File: src/rtl/seq_detector_prog.sv
// seq_detector_prog: runtime-programmable serial sequence detector with overlap control and saturating match counter
//   CLK           clock, rising edge
//   RESET         synchronous active-high reset
//   x, x_valid    serial bit and its qualifier
//   load          latch pattern_in / len_in / overlap_in, clear history
//   pattern_in    pattern, bit len-1 received first, bit 0 last
//   len_in        pattern length (0 disables, clamped to PAT_W)
//   overlap_in    1 = overlapping matches allowed
//   clr_cnt       clear match counter (a same-cycle match counts as 1)
//   Z             registered match pulse (state == HIT)
//   match_cnt     saturating match count
//   current_state IDLE=00, HUNT=01, HIT=10
module seq_detector_prog #(
    parameter int PAT_W = 8,
    parameter int CNT_W = 8,
    localparam int LEN_W = $clog2(PAT_W + 1)
) (
    input  logic             CLK,
    input  logic             RESET,
    input  logic             x,
    input  logic             x_valid,
    input  logic             load,
    input  logic [PAT_W-1:0] pattern_in,
    input  logic [LEN_W-1:0] len_in,
    input  logic             overlap_in,
    input  logic             clr_cnt,
    output logic             Z,
    output logic [CNT_W-1:0] match_cnt,
    output logic [1:0]       current_state
);
    typedef enum logic [1:0] {IDLE = 2'b00, HUNT = 2'b01, HIT = 2'b10} state_t;
    state_t           state_q, state_d;
    logic [PAT_W-1:0] pat_q, pat_d, hist_q, hist_d, mask, w;
    logic [LEN_W-1:0] len_q, len_d, fill_q, fill_d, fill_inc, len_clamp;
    logic             ovl_q, ovl_d, fill_ok, match;
    logic [CNT_W-1:0] cnt_q, cnt_d;

    // w keeps only the newest PAT_W bits of {hist, x}; len never exceeds PAT_W
    assign w         = {hist_q[PAT_W-2:0], x};
    assign mask      = ~({PAT_W{1'b1}} << len_q);
    assign fill_inc  = (fill_q == LEN_W'(PAT_W)) ? fill_q : fill_q + 1'b1;
    assign fill_ok   = ((LEN_W+1)'(fill_q) + (LEN_W+1)'(1)) >= (LEN_W+1)'(len_q);
    assign len_clamp = (len_in > LEN_W'(PAT_W)) ? LEN_W'(PAT_W) : len_in;
    assign match     = !load && state_q != IDLE && x_valid && fill_ok && ((w ^ pat_q) & mask) == '0;

    always_comb begin
        state_d = state_q;
        pat_d   = pat_q;
        len_d   = len_q;
        ovl_d   = ovl_q;
        hist_d  = hist_q;
        fill_d  = fill_q;
        if (load) begin
            pat_d   = pattern_in;
            len_d   = len_clamp;
            ovl_d   = overlap_in;
            hist_d  = '0;
            fill_d  = '0;
            state_d = (len_clamp != '0) ? HUNT : IDLE;
        end else if (state_q != IDLE) begin
            state_d = match ? HIT : HUNT;
            if (x_valid) begin
                // a non-overlapping hit restarts the search from an empty history
                hist_d = (match && !ovl_q) ? '0 : w;
                fill_d = (match && !ovl_q) ? '0 : fill_inc;
            end
        end
        cnt_d = clr_cnt ? (match ? CNT_W'(1) : '0) : ((match && ~&cnt_q) ? cnt_q + 1'b1 : cnt_q);
    end

    always_ff @(posedge CLK) begin
        if (RESET) begin
            state_q <= IDLE;
            pat_q   <= '0;
            len_q   <= '0;
            ovl_q   <= 1'b0;
            hist_q  <= '0;
            fill_q  <= '0;
            cnt_q   <= '0;
        end else begin
            state_q <= state_d;
            pat_q   <= pat_d;
            len_q   <= len_d;
            ovl_q   <= ovl_d;
            hist_q  <= hist_d;
            fill_q  <= fill_d;
            cnt_q   <= cnt_d;
        end
    end

    assign Z             = (state_q == HIT);
    assign match_cnt     = cnt_q;
    assign current_state = state_q;
endmodule
File: config.mk
export PLATFORM = sky130hd
export DESIGN_NAME = seq_detector_prog
export DESIGN_NICKNAME = d
export VERILOG_FILES = /design/src/rtl/seq_detector_prog.sv
export SDC_FILE = /design/constraint.sdc
export NUM_CORES = 1
export LEC_CHECK = 0
export ABC_AREA = 0
export BUFFER_PORTS_ARGS = -buffer_cell sky130_fd_sc_hd__buf_2
export CAP_MARGIN = 20
export CORE_MARGIN = 4
export CORE_UTILIZATION = 52
export CTS_BUF_LIST = sky130_fd_sc_hd__clkbuf_8
export CTS_CLUSTER_SIZE = 28
export DETAILED_ROUTE_END_ITERATION = 8
export GPL_TIMING_DRIVEN = 0
export PLACE_DENSITY = 0.81
export SLEW_MARGIN = 15
export SYNTH_ARGS = -nofsm -noshare
export SYNTH_HDL_FRONTEND = slang
export SYNTH_SLANG_ARGS = --single-unit
File: constraint.sdc
create_clock -name CLK -period 2.6 [get_ports CLK]
set_clock_uncertainty 0.2 [all_clocks]
set_input_delay 0.26 -clock CLK [delete_from_list [all_inputs] [get_ports CLK]]
set_output_delay 0.26 -clock CLK [all_outputs]
set_load 0.05 [all_outputs]
==> results of run 1 <==
==> critical path: cells and delay by family (launching register included) <==
kind,cells,cell delay (ns)
AO/OA/AOI/OAI,4,0.60
AND/OR/NAND/NOR,1,0.21
buffers and inverters,2,0.26
adder cells (fa/ha/maj),2,0.61
flip-flops,1,0.40
==> registers in the layout, indices dropped and copies added, names as in the netlist <==
signal	cells
ovl_q	1
fill_q	4
pat_q	8
match_cnt	8
current_state	2
len_q	4
hist_q	7
==> worst paths after layout <==
check                                     to  slack (ns)
worst max register to register  match_cnt[6]        0.20
worst min register to register  match_cnt[7]        0.30
worst min-delay path                   ovl_q       0.009
worst max-delay path            match_cnt[6]        0.20
==> area by class of cell <==
type                    count  area [sq um]  share of cell area
plain buffers               8          37.5              0.0180
clock buffers               6          82.6              0.0397
clock inverters             2          60.1              0.0289
inverters                   6          22.5              0.0108
multi-input cells         141           995               0.478
flip-flops and latches     34           681               0.327
well taps                  44          55.1              0.0265
repair buffers             29           148              0.0710
==> Yosys cell counts (2+ instances only) <==
cell type	n
a211oi_1	3
a21oi_1	7
a22oi_1	2
a31oi_1	3
a32o_1	7
clkbuf_1	6
dfxtp_1	34
ha_1	7
inv_1	6
mux2i_1	12
nand2_1	10
nand2b_1	2
nand3_1	7
nand3b_1	2
nor2_1	19
nor2b_1	3
nor3_1	9
o21a_1	2
o21ai_0	11
o22ai_1	3
or2_2	2
or3_1	3
xnor2_1	5
xor2_1	6
==> report_power, final <==
group	internal [W]	total, W	switching, W
clock	0.000409	0.000596	0.000187
sequential	0.000535	0.000547	0.0000125
combinational	0.0000528	0.000126	0.0000728
total	0.000996	0.00127	0.000273
==> what timing repair did <==
item | in CTS | in global routing
gates resized for setup | 2 | 3
endpoints found under the setup margin | 20 | 14
cloned | 0 | 0
hold endpoints to repair | 0 | 0
pin swaps | 0 | 1
setup buffers | 0 | 1
==> cell families (layout without fill, tap and decap cells) <==
kind of cell | after synthesis | in the layout | synth area share
compound gates | 45 | 45 | 0.185
xor+xnor | 11 | 11 | 0.0560
fa+ha+maj | 7 | 7 | 0.0509
buf+inv | 14 | 51 | 0.0349
flops | 34 | 34 | 0.396
mux | 12 | 12 | 0.0698
simple gates | 66 | 66 | 0.208
==> metrics by stage <==
stage	utilization	total power, W	setup slack, ns	setup TNS (ns)
global route	0.671	0.00131	0.0234	0
finish	0.671	0.00127	0.196	0
detailed placement	0.617	0.000677	-0.342	-4.68
floorplan	-	0.000640	0.0430	0
global placement	0.617	0.000674	-0.326	-4.36
CTS	0.665	0.00127	0.131	0
==> routing by layer <==
layer  vias up  global-route usage  wire [microns]
met1       690               0.258            1760
met2        33               0.277            1590
met5         -                   0               0
met4         0              0.0699              51
li1        765                   -               -
met3         7              0.0513             207
==> out/results.txt, run 1 <==
Hold Path Origin -> overlap_in
Grt ovf -> 0
Total CTS buffers -> 5
Hold slack -> 0.00918 ns
Final non-filler cell area -> 2080 sq um
# placed instances -> 261
Fraction of layout cells with a size suffix above 1 -> 0.221
Avg Cell Area, Syn -> 9.10 sq um
Fin. Hold Viols -> 0
Slowest stage delay, CP -> 0.40 ns
Largest net degree at the start of global routing -> 12
Headroom to the max-slew limit -> 0.522
VDD IR max -> 0.347 mV
RR Startpoint -> fill_q[0]
Number of H-tree levels -> 2
I/O pin cnt -> 30
CTS Buffer Depth -> 2
Worst Hold Class -> in2reg
Total Routing Usage GR -> 0.187
Mapped Cells -> 189
Placed wire-length estimate -> 2.71 mm
Nets -> 251
Crit Path Category -> reg2reg
Leakage -> 0.851 nW
Drt drc -> 0
Via density -> 5.54
Die width -> 65.5 microns
Synth Register Bits -> 34
Mapped Nets -> 215
Hold path cells -> 3
DP Area -> 1920 sq um
CP cell instances -> inv_1 > ha_1 > ha_1 > a211oi_1 > o21ai_2 > buf_4 > and3_2 > a41oi_1 > a211oi_1
Site row count -> 20
Outcome -> finished, final reports clean
DIE AREA -> 4290 sq um
Clock Sink Count -> 34
First-pass GRT wire length -> 6.21 mm
Critical path capture point type -> flip-flop
Commonest non-fill, non-tap cell in the layout -> dfxtp_1
Final Critical Period -> 2.40 ns
CTS tree -> built
Crit path DAT -> 2.37 ns
Leading area contributor after synthesis -> dfxtp_1
Initial Util -> 0.554
MaxCap Viol Count -> 0
Cell Count, Final, Fillers Out -> 270
Post-Route WL -> 3.61 mm
Worst setup path startpoint -> fill_q[0]
Initial antenna violation count -> 0
Unrepaired setup endpoints after global routing -> no
Number of synthesized flops with an enable pin -> 0
Async SR Flop Fraction -> 0
TritonRoute pass-1 iters -> 4
FF-to-FF path depth -> 9
Chip height -> 65.5 microns
CTS Hold Buffers Added -> 0
Synth top area cells -> dfxtp_1 40%, mux2i_1 7.0%, ha_1 5.1%, nor2_1 4.1%, a32o_1 4.1%
Layout area overhead -> 20.9%
GPL Wtd Cong -> 0.784
Worst Setup Start Kind -> flip-flop
Slew Limit Fails -> 0
# setup viols final -> 0
Core Box Area -> 3100 sq um
Crit share post-route -> 0.925
FMAX -> 416 MHz
Wire length per cell -> 13.4 microns
Synth warn -> 0
Vias in the first global route -> 1354
Slew @ Worst Pin -> 0.709 ns
Sequential share of the synthesized area -> 0.396
Initial drt markers -> 77
Post-route ant nets -> 0
Predominant post-synthesis flop cell -> dfxtp_1
Commonest cells after routing, fill and taps aside -> 34 x dfxtp_1, 28 x buf_2, 19 x nor2_1
Via Count -> 1495
Slowest cell on crit path -> dfxtp_1
Worst-path fanout max -> 5
Clock latency on the worst-skew pair -> 0.28 ns
Worst-path clk slew -> 0.07 ns
Root Driver -> clkbuf_8
Port-buffer cells -> 28
Layout filler cell count -> 271
Power Dens Cells -> 610 nW/um^2
Required @ worst endpoint -> 2.57 ns
Post-synth design cell area -> 1720 sq um
Top cell type's share of synthesized area -> 0.396
Synth cell types -> 42
Number of diodes -> 0
No activity file was read; power rests on OpenSTA's default activity.
==> run 2, diff against run 1 <==
- CELL_PAD_IN_SITES_DETAIL_PLACEMENT: unset -> 1
- CELL_PAD_IN_SITES_GLOBAL_PLACEMENT: unset -> 2
- CORE_UTILIZATION: 52 -> 31
- PLACE_DENSITY: 0.81 -> 0.79
- SETUP_SLACK_MARGIN: unset -> 0.5
==> run 2 against run 1 <==
Power down 12%; combinational power up 29%; routed wire length up 31%; critical endpoint is now match_cnt[4].
==> out/results.txt, run 2 (synthesized netlist as in run 1, its figures left out) <==
Reg area -> 694 sq um (was 681 sq um)
FMAX -> 423 MHz (was 416 MHz)
Crit share post-route -> 0.910 (was 0.925)
Crit Path Category -> reg2reg (unchanged)
Worst Hold Class -> in2reg (unchanged)
Via Count -> 1549 (was 1495)
Slew Limit Fails -> 0 (unchanged)
Initial drt markers -> 61 (was 77)
Crit path DAT -> 2.39 ns (was 2.37 ns)
I/O pin cnt -> 30 (unchanged)
Setup TNS -> 0 ns (unchanged)
Drt drc -> 0 (unchanged)
Global routing's busiest layer -> met2 (unchanged)
# setup viols final -> 0 (unchanged)
Chip height -> 82.5 microns (was 65.5 microns)
Met2 GRT Util -> 0.236 (was 0.277)
Post-Route WL -> 4.74 mm (was 3.61 mm)
Largest net degree at the start of global routing -> 12 (unchanged)
RR Startpoint -> len_q[3] (was fill_q[0])
Wire length per cell -> 15.7 microns (was 13.4 microns)
Hold Path Origin -> pattern_in[6] (was overlap_in)
Met1 Track Usage GR -> 0.186 (was 0.258)
CTS Buffer Depth -> 2 (unchanged)
Hold path cells -> 3 (unchanged)
Total Routing Usage GR -> 0.145 (was 0.187)
Number of H-tree levels -> 2 (unchanged)
Met3 Resource Use GR -> 0.0423 (was 0.0513)
Worst-path fanout max -> 5 (unchanged)
Crit Reg-Reg Endpoint -> match_cnt[4] (was match_cnt[6])
Commonest non-fill, non-tap cell in the layout -> buf_2 (was dfxtp_1)
Die width -> 82.5 microns (was 65.5 microns)
Slew @ Worst Pin -> 0.713 ns (was 0.709 ns)
Port-buffer cells -> 28 (unchanged)
Grt ovf -> 0 (unchanged)
Clock latency on the worst-skew pair -> 0.29 ns (was 0.28 ns)
Root Driver -> clkbuf_8 (unchanged)
Via density -> 5.13 (was 5.54)
GPL Wtd Cong -> 0.734 (was 0.784)
Total CTS buffers -> 5 (unchanged)
Required @ worst endpoint -> 2.63 ns (was 2.57 ns)
CTS tree -> built (unchanged)
Leakage -> 0.910 nW (was 0.851 nW)
Layout filler cell count -> 629 (was 271)
R2r setup slk -> 0.23 ns (was 0.20 ns)
Core Box Area -> 5240 sq um (was 3100 sq um)
Critical path capture point type -> flip-flop (unchanged)
Placed wire-length estimate -> 3.38 mm (was 2.71 mm)
Worst Setup Start Kind -> flip-flop (unchanged)
First-pass GRT wire length -> 7.43 mm (was 6.21 mm)
Worst-path clk slew -> 0.08 ns (was 0.07 ns)
Power Dens Cells -> 483 nW/um^2 (was 610 nW/um^2)
Nets -> 257 (was 251)
Fraction of layout cells with a size suffix above 1 -> 0.371 (was 0.221)
DIE AREA -> 6810 sq um (was 4290 sq um)
Site row count -> 26 (was 20)
Min-Delay Endpoint -> pat_q[6] (was ovl_q)
Total power -> 0.00112 W (was 0.00127 W)
Final Critical Period -> 2.37 ns (was 2.40 ns)
Initial Util -> 0.328 (was 0.554)
TritonRoute pass-1 iters -> 4 (unchanged)
Clock Sink Count -> 34 (unchanged)
Layout area overhead -> 35.1% (was 20.9%)
Fin. Hold Viols -> 0 (unchanged)
Unrepaired setup endpoints after global routing -> yes (was no)
Number of diodes -> 0 (unchanged)
Headroom to the max-slew limit -> 0.524 (was 0.522)
Vias in the first global route -> 1588 (was 1354)
Post-route ant nets -> 0 (unchanged)
Multi-input logic area -> 1170 sq um (was 995 sq um)
MaxCap Viol Count -> 0 (unchanged)
VDD IR max -> 0.261 mV (was 0.347 mV)
FF-to-FF path depth -> 7 (was 9)
Commonest cells after routing, fill and taps aside -> 28 x buf_2, 27 x dfxtp_1, 18 x nor2_1 (was 34 x dfxtp_1, 28 x buf_2, 19 x nor2_1)
Outcome -> finished, final reports clean (unchanged)
Initial antenna violation count -> 0 (unchanged)
## run 2: metrics by stage
step	std cells	util	hold slack [ns]	area (sq um)	setup slack (ns)
after global placement	287	0.376	0.277	1970	0.151
after global routing	302	0.444	0.00916	2320	0.126
after CTS	299	0.415	0.00390	2170	0.203
final	302	0.444	0.00607	2320	0.235
after detailed placement	287	0.376	0.290	1970	0.106
after floorplan	189	-	0.207	1740	0.386
## run 2: area by class of cell
type,instances,area share
clock buffers,6,0.0355
well taps,70,0.0377
plain buffers,8,0.0172
clock inverters,2,0.00539
inverters,6,0.0108
multi-input cells,141,0.503
flip-flops and latches,34,0.299
repair buffers,35,0.0915
## run 2: how the worst max path moves through the flow
stage | start | depth (start not counted) | to
floorplan | len_q[3] | 7 | match_cnt[4]
global placement | fill_q[0] | 7 | hist_q[5]
detailed placement | fill_q[0] | 7 | hist_q[4]
CTS | len_q[3] | 7 | match_cnt[3]
global route | len_q[3] | 7 | match_cnt[3]
finish | len_q[3] | 7 | match_cnt[4]
## run 2: metal layers
metal | part of all wire | routed length (microns)
met1 | 0.50 | 2360
met2 | 0.45 | 2140
met4 | 0.011 | 51
met5 | 0 | 0
met3 | 0.039 | 186
## run 2: critical path, stage by stage (launching register included)
cell and delay, ns:
dfxtp_2 0.32, buf_6 0.11, or4_4 0.50, a211oi_2 0.19
o2111a_2 0.38, nand4_4 0.11, or3_4 0.38, a21oi_2 0.11
## run 2: where the power goes
group	internal, W	leakage (nW)	switching [W]
sequential	0.000533	0.280	0.0000130
clock	0.000213	0.0472	0.000201
combinational	0.0000718	0.583	0.0000898
## run 2: repair_timing
item | 4_1_cts | 5_1_grt
pin swaps | 12 | 12
setup buffers | 4 | 3
endpoints found under the setup margin | 21 | 21
resized for setup | 15 | 29
hold buffers | 0 | 0
==> run 3, diff against run 2 <==
- ABC_AREA: 0 -> 1
- CORE_UTILIZATION: 31 -> 29
- PLACE_DENSITY: 0.79 -> 0.81
==> run 3 against run 2 <==
Maximum frequency is 1.3% higher; critical path depth is 7 higher; sequential power is 3% higher; power is 4.9% higher; utilization is 3.7 points lower; die area is 13% higher; critical endpoint is now hist_q[4].
==> out/results.txt, run 3 <==
Grt ovf -> 0 (unchanged)
Fraction of layout cells with a size suffix above 1 -> 0.277 (was 0.371)
Slew @ Worst Pin -> 0.504 ns (was 0.713 ns)
Largest net degree at the start of global routing -> 11 (was 12)
Commonest non-fill, non-tap cell in the layout -> nand2_1 (was buf_2)
Crit Path Category -> reg2reg (unchanged)
Most frequent cell after synthesis -> nand2_1 (was dfxtp_1)
Root Driver -> clkbuf_8 (unchanged)
Initial drt markers -> 31 (was 61)
Initial Util -> 0.305 (was 0.328)
CP most frequent cell -> nor2_4
Unrepaired setup endpoints after global routing -> yes (unchanged)
Synth top area cells -> dfxtp_1 37%, nand2_1 13%, inv_1 7.7%, a21oi_1 6.5%, nand3_1 6.5% (was dfxtp_1 40%, mux2i_1 7.0%, ha_1 5.1%, nor2_1 4.1%, a32o_1 4.1%)
Required @ worst endpoint -> 2.55 ns (was 2.63 ns)
Synth warn -> 0 (unchanged)
Crit path buffers/inverters -> 3 (was 1)
Port-buffer cells -> 28 (unchanged)
Vias in the first global route -> 1847 (was 1588)
CTS tree -> built (unchanged)
Placed wire-length estimate -> 3.87 mm (was 3.38 mm)
Post-synth design cell area -> 1850 sq um (was 1720 sq um)
Initial antenna violation count -> 0 (unchanged)
Drt drc -> 0 (unchanged)
# setup viols final -> 0 (unchanged)
Hold Path Origin -> x (was pattern_in[6])
Via Count -> 1888 (was 1549)
Setup TNS -> 0 ns (unchanged)
DP Worst Slack -> 0.151 ns (was 0.106 ns)
Number of H-tree levels -> 2 (unchanged)
FMAX -> 428 MHz (was 423 MHz)
Worst-path fanout max -> 4 (was 5)
Finished Core Util -> 0.407 (was 0.444)
Crit path DAT -> 2.29 ns (was 2.39 ns)
TritonRoute pass-1 iters -> 4 (unchanged)
Nets -> 345 (was 257)
Via density -> 4.80 (was 5.13)
Final worst slack -> 0.265 ns (was 0.235 ns)
Sequential share of the synthesized area -> 0.368 (was 0.396)
Worst Setup Start Kind -> flip-flop (unchanged)
Mapped Nets -> 298 (was 215)
VDD IR max -> 0.203 mV (was 0.261 mV)
Wire length per cell -> 13.9 microns (was 15.7 microns)
RR Startpoint -> fill_q[0] (was len_q[3])
Slowest cell on crit path -> dfxtp_4 (was or4_4)
Total CTS buffers -> 5 (unchanged)
Core Box Area -> 6060 sq um (was 5240 sq um)
Number of diodes -> 0 (unchanged)
Fin. Hold Viols -> 0 (unchanged)
Post-Route WL -> 5.46 mm (was 4.74 mm)
Post-route ant nets -> 0 (unchanged)
Commonest cells after routing, fill and taps aside -> 56 x nand2_1, 36 x inv_1, 30 x buf_2 (was 28 x buf_2, 27 x dfxtp_1, 18 x nor2_1)
Outcome -> finished, final reports clean (unchanged)
MaxCap Viol Count -> 0 (unchanged)
Leakage -> 1.09 nW (was 0.910 nW)
CP cell instances -> ha_4 > xor2_4 > ha_4 > nand2_2 > inv_2 > nand3_2 > nor2_4 > nor2_4 > nor2_4 > nand3_4 > buf_6 > buf_12 > nand2_1 > a21oi_1 (was buf_6 > or4_4 > a211oi_2 > o2111a_2 > nand4_4 > or3_4 > a21oi_2)
Die width -> 87.8 microns (was 82.5 microns)
Power Dens Cells -> 477 nW/um^2 (was 483 nW/um^2)
I/O pin cnt -> 30 (unchanged)
Site row count -> 28 (was 26)
Worst-path clk slew -> 0.07 ns (was 0.08 ns)
Predominant post-synthesis flop cell -> dfxtp_1 (unchanged)
Crit share post-route -> 0.898 (was 0.910)
Slew Limit Fails -> 0 (unchanged)
Mapped Cells -> 272 (was 189)
Top cell family by delay on the critical path -> simple AND/OR/NAND/NOR gates (unchanged)
Slowest stage delay, CP -> 0.37 ns (was 0.50 ns)
Leading area contributor after synthesis -> dfxtp_1 (unchanged)
Critical path capture point type -> flip-flop (unchanged)
Top cell type's share of synthesized area -> 0.368 (was 0.396)
Headroom to the max-slew limit -> 0.664 (was 0.524)
First-pass GRT wire length -> 8.90 mm (was 7.43 mm)
Clock latency on the worst-skew pair -> 0.29 ns (about the same)
Clock Sink Count -> 34 (unchanged)
Final Critical Period -> 2.34 ns (was 2.37 ns)
Number of synthesized flops with an enable pin -> 0 (unchanged)
Chip height -> 87.8 microns (was 82.5 microns)
Synth cell count leaders -> 62 x nand2_1, 38 x inv_1, 34 x dfxtp_1 (was 34 x dfxtp_1, 19 x nor2_1, 12 x mux2i_1)
Total Routing Usage GR -> 0.150 (was 0.145)
GPL Wtd Cong -> 0.707 (was 0.734)
Layout area overhead -> 33.4% (was 35.1%)
Synth Register Bits -> 34 (unchanged)
Avg Cell Area, Syn -> 6.79 sq um (was 9.10 sq um)
Total power -> 0.00118 W (was 0.00112 W)
DIE AREA -> 7710 sq um (was 6810 sq um)
CTS Buffer Depth -> 2 (unchanged)
Worst setup path startpoint -> fill_q[0] (was len_q[3])
Worst Hold Class -> in2reg (unchanged)
Async SR Flop Fraction -> 0 (unchanged)
Hold slack -> 0.0529 ns (was 0.00607 ns)
Synth cell types -> 26 (was 42)
==> run 3: power breakdown <==
| part | leakage (nW) | internal (W) | switching, W |
|---|---|---|---|
| Sequential | 0.281 | 0.000541 | 0.0000209 |
| Combinational | 0.769 | 0.0000863 | 0.000133 |
| Clock | 0.0431 | 0.000204 | 0.000191 |
| Total | 1.09 | 0.000832 | 0.000345 |
==> run 3: worst register-to-register path, cell delays in order, from the launching register on <==
cell and delay [ns]:
dfxtp_4 0.37, ha_4 0.18, xor2_4 0.17, ha_4 0.28, nand2_2 0.04, inv_2 0.04
nand3_2 0.07, nor2_4 0.11, nor2_4 0.04, nor2_4 0.17, nand3_4 0.13, buf_6 0.16
buf_12 0.12, nand2_1 0.05, a21oi_1 0.06
==> run 3: cells by family after synthesis <==
kind of cell	count (synthesis)	share of synthesized area
and+or+nand+nor	127	0.308
buffers and inverters	47	0.104
adders and majority gates	7	0.0474
DFF	34	0.368
xor gates and xnor gates	5	0.0237
AOI/OAI and AO/OA	52	0.148
==> run 3: area by class of cell <==
class	count	area [sq um]
fill	776	3600
multi-input combinational	191	1150
sequential	34	692
timing repair buffer	40	253
inverter	39	146
tap	75	93.8
clock buffer	6	82.6
buffer	8	46.3
==> run 3: per-stage QoR <==
| step | std cells | instance area [sq um] |
|---|---|---|
| 6_report | 393 | 2460 |
| 4_1_cts | 388 | 2290 |
| 3_3_place_gp | 375 | 2090 |
| 5_1_grt | 393 | 2460 |
| 3_5_place_dp | 375 | 2090 |
| 2_1_floorplan | 272 | 1860 |
==> run 3: what timing repair did <==
item | in CTS | in global routing
setup endpoints to repair | 20 | 21
gates resized for setup | 15 | 28
cloned | 2 | 0
hold endpoints to repair | 2 | 0
pin swaps | 6 | 9
hold buffers | 2 | 0
buffers inserted | 3 | 5
==> run 3: worst paths after layout <==
kind               end  slack, ns  depth (start not counted)
max          hist_q[4]       0.26                         14
min          hist_q[0]       0.05                          3
max reg2reg  hist_q[4]       0.26                         14
min reg2reg   pat_q[5]       0.28                          2
==> run 3: per-layer routing <==
metal  track usage  routed length [microns]  vias to the layer above
li1              -                        -                      966
met1         0.208                     2810                      889
met2         0.229                     2410                       25
met3        0.0357                      174                        8
met4        0.0460                       66                        0
met5             0                        0                        -
